--- src/rtl/exec_pkg.sv ---
// exec_pkg: shared types and constants for the execute stage.
//   alu_op_e     - ALU operation select encoding (values 8..31 are reserved)
//   exec_state_e - execute-stage control state
//   W / AW       - datapath and memory address widths
package exec_pkg;

   localparam int W  = 16;
   localparam int AW = 32;

   typedef enum logic [4:0] {
      LOGIC = 5'd0,
      ADD   = 5'd1,
      SUB   = 5'd2,
      SHL   = 5'd3,
      SHR   = 5'd4,
      SAR   = 5'd5,
      ROL   = 5'd6,
      PASSB = 5'd7
   } alu_op_e;

   typedef enum logic {
      IDLE     = 1'b0,
      MEM_WAIT = 1'b1
   } exec_state_e;

endpackage

--- src/rtl/exec_alu.sv ---
// exec_alu: purely combinational ALU of the execute stage.
//   a, b        - gated operands
//   truth_table - bitwise function for LOGIC, indexed by {a[i], b[i]}
//   alu_op      - operation select (reserved encodings give zero)
//   sh_off      - shift / rotate amount
//   result      - operation result
module exec_alu #(
   parameter int W = 16
) (
   input  logic [W-1:0] a,
   input  logic [W-1:0] b,
   input  logic [3:0]   truth_table,
   input  logic [4:0]   alu_op,
   input  logic [3:0]   sh_off,
   output logic [W-1:0] result
);
   import exec_pkg::*;

   logic [W-1:0]   result_s;
   logic [2*W-1:0] rot_s;

   // Rotating a doubled copy leaves the rotated word in the upper half.
   assign rot_s = {a, a} << sh_off;

   // Operation decode.
   always_comb begin
      result_s = {W{1'b0}};
      case (alu_op)
         LOGIC: begin
            for (int i = 0; i < W; i++) begin
               result_s[i] = truth_table[{a[i], b[i]}];
            end
         end
         ADD:     result_s = a + b;
         SUB:     result_s = a - b;
         SHL:     result_s = a << sh_off;
         SHR:     result_s = a >> sh_off;
         SAR:     result_s = $unsigned($signed(a) >>> sh_off);
         ROL:     result_s = rot_s[2*W-1:W];
         PASSB:   result_s = b;
         default: result_s = {W{1'b0}};
      endcase
   end

   assign result = result_s;

endmodule

--- src/rtl/exec.sv ---
// exec: execute stage. Computes an ALU result in one cycle or runs a single
// load/store over a req/ack memory port, stalling upstream while it waits.
//   cpu_clk, cpu_rst            - clock, synchronous active-high reset
//   src_a/_en, src_b/_en        - operands and their enables (disabled = 0)
//   i_dst, i_alu_en, i_truth_table, i_alu_op, sh_off - ALU instruction
//   i_mem_en, i_mem_write, mem_addr                  - memory instruction
//   mem_req/we/addr_o/wdata, mem_ack, mem_rdata      - memory port
//   stall                       - upstream must hold its outputs
//   exe_out, exe_dst_reg, exe_en - result to writeback / forwarding
module exec #(
   parameter int W  = 16,
   parameter int AW = 32
) (
   input  logic          cpu_clk,
   input  logic          cpu_rst,
   input  logic          src_a_en,
   input  logic [W-1:0]  src_a,
   input  logic          src_b_en,
   input  logic [W-1:0]  src_b,
   input  logic [3:0]    i_dst,
   input  logic          i_alu_en,
   input  logic [3:0]    i_truth_table,
   input  logic [4:0]    i_alu_op,
   input  logic [3:0]    sh_off,
   input  logic          i_mem_en,
   input  logic          i_mem_write,
   input  logic [AW-1:0] mem_addr,
   output logic          mem_req,
   output logic          mem_we,
   output logic [AW-1:0] mem_addr_o,
   output logic [W-1:0]  mem_wdata,
   input  logic          mem_ack,
   input  logic [W-1:0]  mem_rdata,
   output logic          stall,
   output logic [W-1:0]  exe_out,
   output logic [3:0]    exe_dst_reg,
   output logic          exe_en
);
   import exec_pkg::*;

   logic [W-1:0]  op_a_s;
   logic [W-1:0]  op_b_s;
   logic [W-1:0]  alu_res_s;

   exec_state_e   state_q, state_d;
   logic          mem_req_q, mem_req_d;
   logic          mem_we_q, mem_we_d;
   logic [AW-1:0] mem_addr_q, mem_addr_d;
   logic [W-1:0]  mem_wdata_q, mem_wdata_d;
   logic [W-1:0]  exe_out_q, exe_out_d;
   logic [3:0]    exe_dst_q, exe_dst_d;
   logic          exe_en_q, exe_en_d;
   logic [3:0]    pend_dst_q, pend_dst_d;
   logic          pend_load_q, pend_load_d;

   assign op_a_s = src_a_en ? src_a : {W{1'b0}};
   assign op_b_s = src_b_en ? src_b : {W{1'b0}};

   exec_alu #(.W(W)) u_alu (
      .a           (op_a_s),
      .b           (op_b_s),
      .truth_table (i_truth_table),
      .alu_op      (i_alu_op),
      .sh_off      (sh_off),
      .result      (alu_res_s)
   );

   // Next-state and output-register logic; exe_en is a pulse by default.
   always_comb begin
      state_d     = state_q;
      mem_req_d   = mem_req_q;
      mem_we_d    = mem_we_q;
      mem_addr_d  = mem_addr_q;
      mem_wdata_d = mem_wdata_q;
      exe_out_d   = exe_out_q;
      exe_dst_d   = exe_dst_q;
      exe_en_d    = 1'b0;
      pend_dst_d  = pend_dst_q;
      pend_load_d = pend_load_q;
      case (state_q)
         IDLE: begin
            // A memory op wins over a simultaneous ALU op, which is dropped.
            if (i_mem_en) begin
               state_d     = MEM_WAIT;
               mem_req_d   = 1'b1;
               mem_we_d    = i_mem_write;
               mem_addr_d  = mem_addr;
               mem_wdata_d = op_a_s;
               pend_dst_d  = i_dst;
               pend_load_d = ~i_mem_write;
            end else if (i_alu_en) begin
               exe_out_d = alu_res_s;
               exe_dst_d = i_dst;
               exe_en_d  = 1'b1;
            end else begin
               exe_en_d = 1'b0;
            end
         end
         MEM_WAIT: begin
            // Inputs are ignored here; the port is held until ack.
            if (mem_ack) begin
               state_d   = IDLE;
               mem_req_d = 1'b0;
               mem_we_d  = 1'b0;
               if (pend_load_q) begin
                  exe_out_d = mem_rdata;
                  exe_dst_d = pend_dst_q;
                  exe_en_d  = 1'b1;
               end else begin
                  exe_en_d = 1'b0;
               end
            end else begin
               state_d = MEM_WAIT;
            end
         end
         default: begin
            state_d   = IDLE;
            mem_req_d = 1'b0;
            mem_we_d  = 1'b0;
         end
      endcase
   end

   // State and output registers with synchronous reset.
   always_ff @(posedge cpu_clk) begin
      if (cpu_rst) begin
         state_q     <= IDLE;
         mem_req_q   <= 1'b0;
         mem_we_q    <= 1'b0;
         mem_addr_q  <= {AW{1'b0}};
         mem_wdata_q <= {W{1'b0}};
         exe_out_q   <= {W{1'b0}};
         exe_dst_q   <= 4'd0;
         exe_en_q    <= 1'b0;
         pend_dst_q  <= 4'd0;
         pend_load_q <= 1'b0;
      end else begin
         state_q     <= state_d;
         mem_req_q   <= mem_req_d;
         mem_we_q    <= mem_we_d;
         mem_addr_q  <= mem_addr_d;
         mem_wdata_q <= mem_wdata_d;
         exe_out_q   <= exe_out_d;
         exe_dst_q   <= exe_dst_d;
         exe_en_q    <= exe_en_d;
         pend_dst_q  <= pend_dst_d;
         pend_load_q <= pend_load_d;
      end
   end

   // Combinational so upstream can advance in the ack cycle; forced low
   // while reset is applied.
   assign stall = (state_q == MEM_WAIT) & ~mem_ack & ~cpu_rst;

   assign mem_req     = mem_req_q;
   assign mem_we      = mem_we_q;
   assign mem_addr_o  = mem_addr_q;
   assign mem_wdata   = mem_wdata_q;
   assign exe_out     = exe_out_q;
   assign exe_dst_reg = exe_dst_q;
   assign exe_en      = exe_en_q;

endmodule

--- config.mk ---
export PLATFORM = sky130hd
export DESIGN_NAME = exec
export DESIGN_NICKNAME = d
export VERILOG_FILES = /design/src/rtl/exec_pkg.sv /design/src/rtl/exec_alu.sv /design/src/rtl/exec.sv
export SDC_FILE = /design/constraint.sdc
export NUM_CORES = 1
export LEC_CHECK = 0
export BUFFER_PORTS_ARGS = -buffer_cell sky130_fd_sc_hd__buf_4
export CAP_MARGIN = 20
export CELL_PAD_IN_SITES_DETAIL_PLACEMENT = 0
export CELL_PAD_IN_SITES_GLOBAL_PLACEMENT = 1
export CORE_UTILIZATION = 40
export DETAILED_ROUTE_END_ITERATION = 8
export HOLD_SLACK_MARGIN = 0.02
export PLACE_DENSITY = 0.85
export SYNTH_ARGS = -nofsm -noshare
export SYNTH_HDL_FRONTEND = slang
export SYNTH_HIERARCHICAL = 1
export SYNTH_SLANG_ARGS = --single-unit
--- constraint.sdc ---
create_clock -name cpu_clk -period 4 [get_ports cpu_clk]
set_input_delay 0.8 -clock cpu_clk [delete_from_list [all_inputs] [get_ports cpu_clk]]
set_output_delay 0.8 -clock cpu_clk [all_outputs]
set_load 0.01 [all_outputs]
## Yosys cells after proc, flatten, opt, wreduce, memory -nomap -nowiden

Index checks and enable logic that the tools add are counted.

| word-level totals | value |
|---|---|
| bits of input ports | 105 |
| output and inout port bits | 72 |
| flip-flop bits (word level) | 77 |
| logic and storage cells | 112 |

| operators by class | value |
|---|---|
| bitwise operators | 6 |
| shift operators | 4 |
| reduce and logical (&&, ||, !) cells | 4 |
| add/sub/neg operators | 2 |
| muxes and demuxes | 58 |
| $lt $le $gt $ge | 16 |
| equality and inequality tests | 12 |

Operators with widths:

| cell | count |
|---|---|
| $pmux 16 s8 | 1 |
| $mux 16 | 6 |
| $lt 2x3->1 const B | 16 |
| $bmux 1 s2 | 16 |
| $pmux 16 s2 | 1 |
| $shl 32x4->32 | 1 |
| $mux 1 | 25 |
| $eq 5x3->1 const B | 4 |
| $add 16x16->16 | 1 |
| $mux 4 | 4 |
| $shl 16x4->16 | 1 |
| $shr 16x4->16 | 1 |
| $sshr 16x4->16 | 1 |
| $sub 16x16->16 | 1 |
| $eq 5x2->1 const B | 2 |
| $ne 2x2->1 const B | 4 |
| $pmux 1 s2 | 4 |
| $pmux 4 s2 | 1 |
| $eq 5x1->1 const B | 1 |
| $logic_not 5->1 | 1 |
| $not 1->1 | 4 |
| $reduce_and 2->1 | 2 |
| $reduce_and 4->1 | 1 |
| $and 1x1->1 | 2 |
| $ne 2x1->1 const B | 1 |

## Longest topological paths before layout

| depth | value |
|---|---|
| depth in word-level cells | 7 |
| gate-level depth with buffers | 17 |
| mapped depth without buffers | 16 |

## Cells and area by module

The synthesis kept the hierarchy.

Modules (own cells, without submodules):

| module | times used | area each (um^2) | cells an instance | sequential area each (um^2) |
|---|---|---|---|---|
| exec_alu | 1 | 3712.3 | 480 | 0.0 |
| exec | 1 | 3183.1 | 372 | 1541.5 |

## Least setup slack after synthesis

OpenSTA, ideal clock, no wires.

| path | value |
|---|---|
| kind | input port to flip-flop |
| start | input src_b[0] |
| end | register exe_out_q[15], in the netlist exe_out[15] |
| path buffers | 0 |
| cell stages on the path | 16 |
| library setup time | 119 ps |
| required time | 3881 ps |
| setup slack | 294 ps |
| arrival time | 3587 ps |
| cells stage by stage | and2_1 inv_1 ha_1 nand2b_1 or4b_1 o31ai_1 xor2_1 ha_1 a21oi_1 o21ai_0 a31oi_1 o41ai_1 xnor2_1 o221ai_1 a22oi_2 o21ai_2 |

| between the ends | value |
|---|---|
| cells in the longest elaborated chain, start to end | 6 |
| elaborated cells between the ends (all ways) | 7 |
| classes of those cells | add/sub: 2; mux: 5 |

RTL lines:

| element | line | text |
|---|---|---|
| from (decl) | exec.sv:19 | `input logic [W-1:0] src_b,` |
| $mux 16 (*) | exec.sv:57 | `assign op_b_s = src_b_en ? src_b : {W{1'b0}};` |
| $sub 16x16->16 / $add 16x16->16 (equally long branches) | exec_alu.sv:35, exec_alu.sv:34 |  |
| $pmux 16 s8 (*) | exec_alu.sv:28 | `case (alu_op)` |
| named net alu_res_s[15] | exec.sv:43 | `logic [W-1:0] alu_res_s;` |
| $mux 16 (*) | exec.sv:91 | `end else if (i_alu_en) begin` |
| $mux 16 (*) | exec.sv:83 | `if (i_mem_en) begin` |
| $pmux 16 s2 (*) | exec.sv:80 | `case (state_q)` |
| to (signal assigned) | exec.sv:132 | `exe_out_q <= {W{1'b0}};` |
| to (signal assigned) | exec.sv:143 | `exe_out_q <= exe_out_d;` |
| to (decl) | exec.sv:50 | `logic [W-1:0] exe_out_q, exe_out_d;` |

Mark *: on every way through the listed nets, which the timed path passes. The rest lies on a longest branch. The select of a mux whose other input is x is not followed.
A chain may end at the register's enable or synchronous reset.

## Final worst setup path

| path | value |
|---|---|
| start | input src_b_en |
| end | register exe_out_q[15], in the netlist exe_out[15] |

| between the ends | value |
|---|---|
| elaborated cells between the ends (all ways) | 9 |
| classes of those cells | add/sub: 2; mux: 7 |

RTL lines:

| element | line | text |
|---|---|---|
| from (decl) | exec.sv:18 | `input logic src_b_en,` |
| $mux 16 (*) | exec.sv:57 |  |
| named net op_b_s[0] | exec.sv:42 | `logic [W-1:0] op_b_s;` |
| $sub 16x16->16 / $add 16x16->16 (equally long branches) | exec_alu.sv:35, exec_alu.sv:34 |  |
| $pmux 16 s8 (*) | exec_alu.sv:28 |  |
| named net alu_res_s[15] | exec.sv:43 |  |
| $mux 16 (*) | exec.sv:91 |  |
| $mux 16 (*) | exec.sv:83 |  |
| $pmux 16 s2 (*) | exec.sv:80 |  |

Marks and branches as above.

==> reports/metrics.cfg <==
[pwr]
pwr-share-seq=0.340
clockPowerShare=0.324
p_switching_mw=0.831
p_int_mw=1.61
p_leak_nw=3.63
power_mw=2.44
p_comb_frac=0.336
power.share.switching=0.341
p_per_area_nw_per_um2=281
peakVddDrop_mv=0.240

[routing]
wl_per_cell_um=19.5
ant_nets=0
dr.first_iter.drc_count=756
drc=0
routed_via_density=5.87
via_count=7239
wl_mm=24.0
firstDrtPassIters=5

[synthesis]
synth_seq_cells=77
synth.area.top_cells=dfxtp_1, mux4_2, nand2_1
yosysSeqAreaShare=0.224
synth.distinct_cells=74
synth_area_sq_um=6900
syn_avg_cell_area_sq_um=8.09
yosys_warnings=6
synth_flop_cell=dfxtp_1
synth_edf_count=0
synth_top_area_share=0.224
synth_cells=852
yosysTopAreaCell=dfxtp_1
synth_fp_nets=974
synth-async-reset-ratio=0

[timing]
finalHoldViolations=0
max_freq_mhz=267
worstMarginPinSlew_ns=1.07
setup_slack_ns=0.257
period_share=0.936
rsz0062_at_grt=no
finalCriticalPeriod_ns=3.74
maxSlewViolCount=0
tns_ns=0
finalSetupViolCount=0
max_slew_margin=0.289
clock_skew_ns=0.00741

[grt]
grt_pass1_vias=6782
grt_use_total=0.270
antenna_found_initial=0
grt_pass1_wl_mm=37.4
grt_max_degree=62
grt-ovfl-total=0

[cts]
numCtsBuffers=9
cts_resized=0
root_buffer=clkbuf_16
cts_sinks=77
clk_pin_slew_worst_paths_ns=0.07
post_cts_buffers=0
cts_tree=yes
hold_buffers=0
cts_max_level=3
insertion_delay_ns=0.34
cts_buffer_depth=2

[setup_path]
critical_path.startpoint_type=input pin
slowest_stage=or4b_1
cp.arrival_ns=3.97
path_buf_inv=2
rrSetupSlack_ns=2.13
critical_path_required_ns=4.23
cp_common_cell=ha_1
cp.depth=17
crit_fanout=7
rr_worst_depth=3
critPathTopFamily=compound AO/OA/AOI/OAI gates
rr_endpoint=mem_addr_o[20]
cp_cell_sequence=buf_4 > and2_1 > inv_1 > ha_1 > nand2b_1 > or4b_1 > o31ai_1 > xor2_1 > ha_1 > a21oi_1 > o21ai_0 > a31oi_1 > o41ai_1 > xnor2_1 > o221ai_1 > a22oi_2 > o21ai_2
path_class=in -> reg
r2r_start=state_q
end_kind=register
max_stage_delay_ns=0.58

[min_path]
min_from=mem_addr_o[1]
min_path_cells=2
whs_endpoint=mem_addr_o[1]
hold_path_class=reg -> reg

[placement]
gp_congestion=0.981
pre_cts_ws_ns=-0.0478
io_buffers=176
hpwl_mm=17.8
dp.cells=1217
dpl_cell_area_sq_um=8390

[layout]
final_area_sq_um=8680
layout-drive-gt1-share=0.309
layout_common_cells=buf_4, nand2_1, a21oi_1
post_layout_nonfiller_instances=1233
largest_reg_flops=32
final_common_cell=buf_4
syn_to_final_growth_pct=25.8
num-nets-final=1130
num_antenna_cells=0
num-fill-cells=1692

[run_status]
status=finished, final reports clean

[floorplan]
initial_core_util=0.413
rows=47
die-height_um=133
coreArea_sq_um=16700
dieArea_sq_um=17800
die_w_um=133
ioPinCount=177

[job]
drv_cap=0

[worst reg2reg max path: stages, from the launching register on]
cell and delay, ns:
dfxtp_1 0.56, nand2b_2 0.91, nand2_1 0.16, a21oi_1 0.17
[logic make-up after synthesis]
kind of cell	Yosys count	synth area share
compound gates	249	0.246
fa+ha+maj	17	0.0319
mux	84	0.184
flops	77	0.224
buf+inv	104	0.0788
xor+xnor	30	0.0381
simple gates	291	0.197
[power by group through the flow]
stage	clock network (mW)	registers (mW)	logic, mW
floorplan	0	0.860	0.497
global placement	0	0.846	0.802
detailed placement	0	0.846	0.804
CTS	0.815	0.830	0.806
global route	0.842	0.835	0.881
finish	0.791	0.830	0.819
[layout make-up]
class                   count  area, sq um  area share
flip-flops and latches     77         1540       0.178
well taps                 220          275      0.0317
multi-input cells         671         4810       0.555
clock inverters             7         63.8     0.00735
inverters                  30          113      0.0130
clock buffers               9          225      0.0260
repair buffers            219         1640       0.189
[Yosys cell counts (7+ instances only)]
cell        n
buf_4      10
a211oi_1    8
o21ai_0    29
a22oi_2    10
nor3_1      9
a21oi_1    88
dfxtp_1    77
and2_1     35
clkbuf_1   32
xor2_1     18
a31oi_1     8
buf_6      12
o211ai_1   11
nand2_1   150
mux2_2      7
o21ai_2    20
nor2_1     54
xnor2_1    12
inv_1      29
a22oi_1    19
nand3_1     8
ha_1       16
buf_2      17
mux2i_1    45
mux4_2     27
[layer usage]
metal | up-vias | part of all wire | GRT usage
met1 | 3386 | 0.41 | 0.350
met4 | 0 | 0.037 | 0.125
met3 | 66 | 0.10 | 0.0776
met5 | - | 0 | 0
met2 | 387 | 0.45 | 0.414
li1 | 3400 | - | -
[how the worst max path moves through the flow]
| stage | to | startpoint | slack [ns] |
|---|---|---|---|
| 3_3_place_gp | exe_out[15] | src_b_en | 0.02 |
| 6_report | exe_out[15] | src_b_en | 0.26 |
| 4_1_cts | exe_out[15] | src_b_en | 0.31 |
| 3_5_place_dp | exe_out[15] | src_b_en | -0.05 |
| 5_1_grt | exe_out[15] | src_b_en | 0.03 |
| 2_1_floorplan | exe_out[15] | src_b[0] | 0.29 |
[through the flow]
| step | utilization | hold WS, ns |
|---|---|---|
| 6_report | 0.520 | 0.455 |
| 5_1_grt | 0.520 | 0.469 |
| 4_1_cts | 0.520 | 0.455 |
| 3_5_place_dp | 0.502 | 0.447 |
| 3_3_place_gp | 0.502 | 0.443 |
| 2_1_floorplan | - | 0.447 |
Note: power is estimated with default switching activity, not from simulation.
